## src/rtl/komandara_k10_pkg.sv

```systemverilog
// komandara_k10_pkg: shared constants and types for the K10 register file
package komandara_k10_pkg;
    localparam int RF_DATA_W_DEFAULT   = 32;
    localparam int RF_NUM_REGS_DEFAULT = 32;
    typedef logic [$clog2(RF_NUM_REGS_DEFAULT)-1:0] rf_addr_t;
endpackage

```

## src/rtl/k10_rf_scoreboard.sv

```systemverilog
// k10_rf_scoreboard: per-register busy bits with flush > alloc > writeback-clear priority
import komandara_k10_pkg::*;
module k10_rf_scoreboard #(
    parameter int NUM_REGS = RF_NUM_REGS_DEFAULT,
    parameter int ADDR_W   = $clog2(NUM_REGS),
    parameter int NUM_WR   = 1,
    parameter int ZERO_REG = 1
) (
    input  logic                     i_clk,
    input  logic                     i_rst_n,
    input  logic [NUM_WR-1:0]        i_wr_en,
    input  logic [NUM_WR*ADDR_W-1:0] i_wr_addr,
    input  logic                     i_alloc_en,
    input  logic [ADDR_W-1:0]        i_alloc_addr,
    input  logic                     i_flush,
    output logic [NUM_REGS-1:0]      o_busy_vec
);
    logic [NUM_REGS-1:0] set_v, clr_v;
    // out-of-range addresses never match an index below NUM_REGS, so they fall out naturally
    always_comb begin
        set_v = '0;
        clr_v = '0;
        for (int i = 0; i < NUM_REGS; i++) begin
            set_v[i] = i_alloc_en && i_alloc_addr == ADDR_W'(i) && !(ZERO_REG != 0 && i == 0);
            for (int k = 0; k < NUM_WR; k++)
                clr_v[i] = clr_v[i] | (i_wr_en[k] && i_wr_addr[k*ADDR_W +: ADDR_W] == ADDR_W'(i));
        end
    end
    always_ff @(posedge i_clk or negedge i_rst_n)
        if (!i_rst_n) o_busy_vec <= '0;
        else          o_busy_vec <= i_flush ? '0 : (o_busy_vec & ~clr_v) | set_v;
endmodule

```

## src/rtl/k10_regfile_mp.sv

```systemverilog
// k10_regfile_mp: multi-port register file with write-pending scoreboard
// Define K10_RF_WRITE_THROUGH_EN to bypass same-cycle write data and busy onto the read ports.
import komandara_k10_pkg::*;
module k10_regfile_mp #(
    parameter int DATA_W   = RF_DATA_W_DEFAULT,
    parameter int NUM_REGS = RF_NUM_REGS_DEFAULT,
    parameter int ADDR_W   = $clog2(NUM_REGS),
    parameter int NUM_RD   = 2,
    parameter int NUM_WR   = 1,
    parameter int ZERO_REG = 1
) (
    input  logic                     i_clk,
    input  logic                     i_rst_n,
    input  logic [NUM_RD*ADDR_W-1:0] i_rd_addr,
    output logic [NUM_RD*DATA_W-1:0] o_rd_data,
    output logic [NUM_RD-1:0]        o_rd_busy,
    input  logic [NUM_WR-1:0]        i_wr_en,
    input  logic [NUM_WR*ADDR_W-1:0] i_wr_addr,
    input  logic [NUM_WR*DATA_W-1:0] i_wr_data,
    input  logic                     i_alloc_en,
    input  logic [ADDR_W-1:0]        i_alloc_addr,
    input  logic                     i_flush,
    output logic [NUM_REGS-1:0]      o_busy_vec
);
    logic [DATA_W-1:0] mem [NUM_REGS];
    logic [ADDR_W-1:0] wa [NUM_WR];
    logic [DATA_W-1:0] wd [NUM_WR];
    logic [NUM_WR-1:0] wr_ok;
    logic [ADDR_W-1:0] ra;
    logic              r_ok;

    k10_rf_scoreboard #(
        .NUM_REGS(NUM_REGS), .ADDR_W(ADDR_W), .NUM_WR(NUM_WR), .ZERO_REG(ZERO_REG)
    ) u_sb (
        .i_clk(i_clk), .i_rst_n(i_rst_n), .i_wr_en(i_wr_en), .i_wr_addr(i_wr_addr),
        .i_alloc_en(i_alloc_en), .i_alloc_addr(i_alloc_addr), .i_flush(i_flush),
        .o_busy_vec(o_busy_vec)
    );

    always_comb begin
        for (int k = 0; k < NUM_WR; k++) begin
            wa[k]    = i_wr_addr[k*ADDR_W +: ADDR_W];
            wd[k]    = i_wr_data[k*DATA_W +: DATA_W];
            wr_ok[k] = i_wr_en[k] && int'(wa[k]) < NUM_REGS && !(ZERO_REG != 0 && wa[k] == '0);
        end
    end

    // ascending port order lets the highest-index port win a same-address collision
    always_ff @(posedge i_clk or negedge i_rst_n)
        if (!i_rst_n) begin
            for (int i = 0; i < NUM_REGS; i++) mem[i] <= '0;
        end else begin
            for (int k = 0; k < NUM_WR; k++)
                if (wr_ok[k]) mem[wa[k]] <= wd[k];
        end

    always_comb begin
        o_rd_data = '0;
        o_rd_busy = '0;
        ra        = '0;
        r_ok      = 1'b0;
        for (int p = 0; p < NUM_RD; p++) begin
            ra   = i_rd_addr[p*ADDR_W +: ADDR_W];
            r_ok = int'(ra) < NUM_REGS && !(ZERO_REG != 0 && ra == '0);
            o_rd_data[p*DATA_W +: DATA_W] = r_ok ? mem[ra] : '0;
            o_rd_busy[p] = r_ok && o_busy_vec[ra];
`ifdef K10_RF_WRITE_THROUGH_EN
            // a same-cycle alloc to the bypassed register means a newer producer is pending
            for (int k = 0; k < NUM_WR; k++)
                if (wr_ok[k] && wa[k] == ra) begin
                    o_rd_data[p*DATA_W +: DATA_W] = wd[k];
                    o_rd_busy[p] = i_alloc_en && i_alloc_addr == ra;
                end
`endif
        end
    end
endmodule

```

## config.mk

```make
export PLATFORM = sky130hd
export DESIGN_NAME = k10_regfile_mp
export DESIGN_NICKNAME = d
export VERILOG_FILES = /design/src/rtl/komandara_k10_pkg.sv /design/src/rtl/k10_rf_scoreboard.sv /design/src/rtl/k10_regfile_mp.sv
export SDC_FILE = /design/constraint.sdc
export NUM_CORES = 2
export LEC_CHECK = 0
export ABC_AREA = 1
export BUFFER_PORTS_ARGS = -buffer_cell sky130_fd_sc_hd__buf_2
export CORE_ASPECT_RATIO = 0.7
export CORE_MARGIN = 4
export CORE_UTILIZATION = 50
export DETAILED_ROUTE_END_ITERATION = 8
export PLACE_DENSITY = 0.7
export SKIP_LAST_GASP = 1
export SYNTH_ARGS = -nofsm -noshare
export SYNTH_HDL_FRONTEND = slang
export SYNTH_SLANG_ARGS = --single-unit
```

## constraint.sdc

```tcl
create_clock -name i_clk -period 4.95 [get_ports i_clk]
set_input_delay 0.99 -clock i_clk [delete_from_list [all_inputs] [get_ports i_clk]]
set_output_delay 0.99 -clock i_clk [all_outputs]
set_load 0.005 [all_outputs]
```

== Word level (Yosys, flattened, before mapping) ==
Cells that the tools add are included.

* Shifts and indexed selects: 0
* Multipliers: 0
* Add/sub/neg operators: 0
* Equality and inequality tests: 62
* Divide/modulo/power cells: 0
* Bitwise gates (word level): 6
* Reductions and logical operators: 73
* $lt $le $gt $ge: 6
* Multiplexer cells: 16

{| class="wikitable"
|+ Operator list
! cell !! count
|-
| $bwmux 1024 || 1
|-
| $bmux 32 s5 || 2
|-
| $mux 32 || 8
|-
| $demux 32 s5 || 1
|-
| $eq 5x5->1 const B || 32
|-
| $eq 5x4->1 const B || 16
|-
| $logic_and 1x1->1 || 67
|-
| $eq 5x3->1 const B || 8
|-
| $and 32x32->32 || 1
|-
| $not 32->32 || 1
|-
| $or 32x32->32 || 1
|-
| $eq 5x2->1 const B || 4
|-
| $ge 6x6->1 const B || 3
|-
| $not 5->6 || 3
|-
| $logic_not 5->1 || 3
|-
| $lt 5x6->1 const B || 2
|-
| $bmux 1 s5 || 2
|-
| $eq 5x1->1 const B || 2
|-
| $lt 6x1->1 const B || 1
|-
| $logic_not 1->1 || 3
|-
| $mux 1 || 2
|}

* Memory bits (read-only): 0
* Memory bits (writable): 0
* Output and inout port bits: 98
* Bits in latches: 0
* Input port bits: 57
* Register bits after elaboration: 1,056
* Word-level logic and storage cells: 196
* Memories: 0

== Longest topological paths before layout ==
* Word-level depth: 6
* Mapped depth: 12

== Hierarchy ==
From an unflattened synthesis, not the netlist that was laid out.

* Cells, all modules: 8,741
* Area, all modules: 59,572.1 µm²

{| class="wikitable"
|+ Modules (own cells, without submodules)
! module !! cells an instance !! area an instance (µm²) !! instances
|-
| k10_regfile_mp || 8,524 || 57,926.8 || 1
|-
| k10_rf_scoreboard || 217 || 1,645.3 || 1
|}

== Worst setup path before layout ==
No wires, ideal clock.

* Path type: input to output
* Start: input port i_rd_addr[7]
* End: output port o_rd_data[41]
* Required time: 3,960 ps
* Path slack: 1,877 ps
* Stages: 12
* Data arrival time: 2,083 ps
* Cell sequence: buf_2 > nor2_2 > buf_4 > inv_2 > nor2_4 > buf_4 > nand2_1 > nand3_1 > nor2_1 > nand2_1 > nand2_1 > nor2_1

* Longest elaborated chain between the ends: 5
* Elaborated cells on any way between the ends: 6

{| class="wikitable"
|+ Ends and longest elaborated chain
! what !! line !! source
|-
| start: declaration || k10_regfile_mp.sv:14 || <nowiki>input logic [NUM_RD*ADDR_W-1:0] i_rd_addr,</nowiki>
|-
| $not 5->6 (implied by the code) || k10_regfile_mp.sv:65 || <nowiki>o_rd_data[p*DATA_W +: DATA_W] = r_ok ? mem[ra] : '0;</nowiki>
|-
| $bmux 32 s5 || k10_regfile_mp.sv:65 ||
|-
| $mux 32 (implied by the code) (2 in a row) || k10_regfile_mp.sv:65 ||
|-
| $mux 32 (*) || k10_regfile_mp.sv:65 ||
|-
| end: declaration || k10_regfile_mp.sv:15 || <nowiki>output logic [NUM_RD*DATA_W-1:0] o_rd_data,</nowiki>
|}

Mark *: on every way between the ends. The rest lies on a longest branch, timed or not. The select of a mux whose other input is x is not followed.

== Final worst setup path ==
* Start: input port i_rd_addr[5]
* End: output port o_rd_data[56]

The elaborated chain is that of the path after synthesis.

==> summary.log <==
qor: status.status finished, violations left
qor: status.failed_checks design-rule violations
qor: floorplan.io_pins 155
qor: sta.tightest_slew 1.18 ns
qor: synth.mappedNetlistArea 0.0596 mm2
qor: synth.synth_area_per_cell 6.87 um2
qor: global_route.grt_first_pass_wirelength 350000 um
qor: placement.placement.io_buffers 154
qor: final_layout.layout.cells.most_common nand2_1
qor: global_route.met3_usage 10.5%
qor: sta.tns 0 ns
qor: synth.syn_nets 8730
qor: placement.post-dp-hpwl 126000 um
qor: floorplan.die_height 297 um
qor: pwr.total_leakage_power 0.0309 uW
qor: sta.maxClockFrequency 221 MHz
qor: global_route.vias_in_the_first_global_route 56.0k
qor: worst_setup_path.worst-r2r-cell-count 2
qor: drt.dr_total_vias 60.6k
qor: worst_setup_path.cpLargestDelayFamily buffers and inverters
qor: placement.routabilityCongestion 0.878
qor: sta.timing_max_transition_violations_final 0
qor: synth.ys.warnings.count 0
qor: drt.wl_per_cell 23.2 um
qor: clock_network.clkLatencyLatePin 0.73 ns
qor: pwr.netSwitchingPower 7940 uW
qor: clock_network.clock_path_buffers 3
qor: final_layout.net_count_final 8365
qor: worst_setup_path.cp_max_fo 99
qor: sta.slew_headroom 21.5%
qor: global_route.global_route.peak_usage_layer met2
qor: synth.netlist-cell-type-count 29
qor: pwr.max-vdd-ir-drop 0.291 mV
qor: clock_network.cts_tree yes
qor: drt.postRouteAntennaNets 0
qor: final_layout.layout-drive-gt1-share 6.88%
qor: final_layout.stdcell_count 9954
qor: pwr.cellPowerDensity 388 mW/mm2
qor: synth.synth-seq-area-share 44.3%
qor: clock_network.cts.sinks 1056
qor: worst_setup_path.crit_path_cell_count 10
qor: final_layout.mostFrequentLayoutCells nand2_1, o21ai_0, dfrtp_1
qor: synth.syn-instance-count 8673
qor: clock_network.cts-resized-gates 0
qor: sta.clock_skew 0 ns
qor: drt.route.detailed.vias_per_inst 6.09
qor: clock_network.cts_root_buffer clkbuf_16
qor: worst_setup_path.setup.worst_path.class primary input to output port
qor: clock_network.cts_made_buffers 105
qor: floorplan.die_area 0.125 mm2
qor: pwr.seq_power_share 45.7%
qor: clock_network.h-tree-depth 3
qor: sta.period_needed 4.52 ns
qor: placement.placed_cells 9752
qor: worst_setup_path.buffers_plus_inverters_on_the_worst_setup_path 4
qor: sta.hold_violations 0
qor: drt.drtPass1Iterations 9
qor: worst_setup_path.timing.critical_path.required 3.96 ns
qor: drt.wirelength 231000 um
qor: flow_run.max_cap_violations 0
qor: min_path.hold_class primary input to async pin
qor: pwr.p_int 16900 uW
qor: clock_network.post_cts.repair.setup_buffers 0
qor: pwr.pwr-share-clk 35.3%
qor: drt.first_iter_violations 9260
qor: worst_setup_path.cp_cell_sequence buf_8 -> inv_8 -> buf_12 -> o21ai_0 -> nand2_1 -> nand2_1 -> nand3_1 -> nor2_1 -> nor2_1 -> buf_2
qor: global_route.total_global_route_track_usage 36.3%
qor: worst_setup_path.critical_path.startpoint_type primary input
qor: worst_setup_path.timing.rr.start u_sb.o_busy_vec[21]
qor: pwr.power_switching_share 31.9%
qor: global_route.globalRouteMet2Util 51.5%
qor: clock_network.cts_hold_buffers 0
qor: synth.asr_flop_ratio_synth 100%
qor: global_route.grtUsageMet1 51.2%
qor: floorplan.start_util 50.7%
qor: synth.ys.flop_type dfrtp_1
qor: floorplan.die_w 421 um
qor: synth.ys_seq_elements 1056
qor: sta.grt_setup_unrepaired false
qor: global_route.overflow 0
qor: pwr.power_frac_comb 19.0%
qor: final_layout.syn_to_final_growth 7.62%
qor: worst_setup_path.worst-endpoint-arrival 3.53 ns
qor: drt.remaining_drc_errors 4
qor: floorplan.core_area 0.118 mm2
qor: worst_setup_path.critPathLaunch i_rd_addr[5]
qor: worst_setup_path.critPathMaxStageDelay 0.37 ns
qor: synth.number_of_synthesized_flops_with_an_enable_pin 0
qor: global_route.grt_start_max_net_pins 126
qor: floorplan.placementRows 105
qor: worst_setup_path.timing.critical_path.slowest_stage_cell buf_12
qor: final_layout.number_of_filler_instances_in_the_final_layout 11.3k
qor: clock_network.clk_transition_reported_paths 0.07 ns
qor: worst_setup_path.endpoint_kind output port
qor: sta.endpoints_failing_setup 0
qor: global_route.antenna_found_initial 10
qor: sta.final.period_utilization 91.3%
-- cell type report --
| cell class | count | area [um2] | share of cell area, % |
|---|---|---|---|
| Multi-Input combinational cell | 6638 | 28700 | 44.7 |
| Sequential cell | 1056 | 26400 | 41.2 |
| Clock buffer | 150 | 3060 | 4.77 |
| Timing Repair Buffer | 318 | 2640 | 4.12 |
| Tap cell | 1551 | 1940 | 3.02 |
| Inverter | 189 | 749 | 1.17 |
| Clock inverter | 48 | 646 | 1.01 |
| Antenna cell | 4 | 10.0 | 0.0156 |
-- logic make-up (layout without fill, tap and decap cells) --
kind of cell | after synthesis | in the layout | synth area share (%)
other | 0 | 4 | 0
AND/OR/NAND/NOR | 4946 | 4946 | 33.3
buffers and inverters | 979 | 705 | 7.98
flip-flops | 1056 | 1056 | 44.3
AO/OA/AOI/OAI | 1692 | 1692 | 14.4
-- worst register-to-register path: stages (launching register included) --
cell,delay (ns)
dfrtp_1,0.48
o21ai_0,0.13
a21oi_1,0.13
-- Yosys cell counts, types with 5 or more instances --
| library cell | count | share of area (%) |
|---|---|---|
| a21oi_1 | 237 | 2.0 |
| buf_1 | 57 | 0.36 |
| buf_2 | 287 | 2.4 |
| buf_4 | 40 | 0.50 |
| buf_6 | 76 | 1.4 |
| clkbuf_1 | 328 | 2.1 |
| dfrtp_1 | 1056 | 44 |
| inv_1 | 175 | 1.1 |
| inv_2 | 11 | 0.069 |
| nand2_1 | 3204 | 20 |
| nand3_1 | 924 | 7.8 |
| nor2_1 | 790 | 5.0 |
| nor3_4 | 5 | 0.14 |
| o211ai_1 | 23 | 0.29 |
| o21ai_0 | 1122 | 9.4 |
| o21ai_1 | 298 | 2.5 |
| o21ai_2 | 9 | 0.13 |
| or2_2 | 12 | 0.13 |
-- per-stage QoR --
stage / setup slack (ns) / power, uW / area, um2 / hold WS [ns] / utilization (%)
CTS: 0.568 / 24800 / 64200 / 0.271 / 54.5
detailed placement: 0.575 / 16100 / 60400 / 0.390 / 51.4
finish: 0.432 / 24900 / 64200 / 0.261 / 54.5
floorplan: 1.88 / 14500 / 59600 / 0.450 / -
global placement: 0.562 / 15900 / 60400 / 0.387 / 51.4
global route: 0.316 / 26200 / 64200 / 0.296 / 54.5
-- flip-flops by register name (all words and copies together) (netlist names) --
register	cells
mem	1024
u_sb.o_busy_vec	32
-- routing by layer --
layer	vias to the layer above	share of wire (%)
li1	27300	-
met1	28300	40
met2	4277	41
met3	787	14
met4	6	5.4
met5	-	0.019
-- final timing paths --
path,endpoint,slack (ns)
setup / recovery,o_rd_data[56],0.43
hold / removal,mem[728],0.26
setup reg to reg,u_sb.o_busy_vec[21],4.14
hold reg to reg,mem[1023],0.40
max in group asynchronous,mem[646],3.49
min in group i_clk,mem[1023],0.40
-- power by group through the flow --
stage	combinational [uW]	clock, uW	sequential [uW]
after floorplan	3340	0	11100
after global placement	4500	0	11400
after detailed placement	4650	0	11400
after CTS	4660	8830	11300
after global routing	5400	9200	11600
final	4740	8790	11400
(Power assumes the default switching activity.)
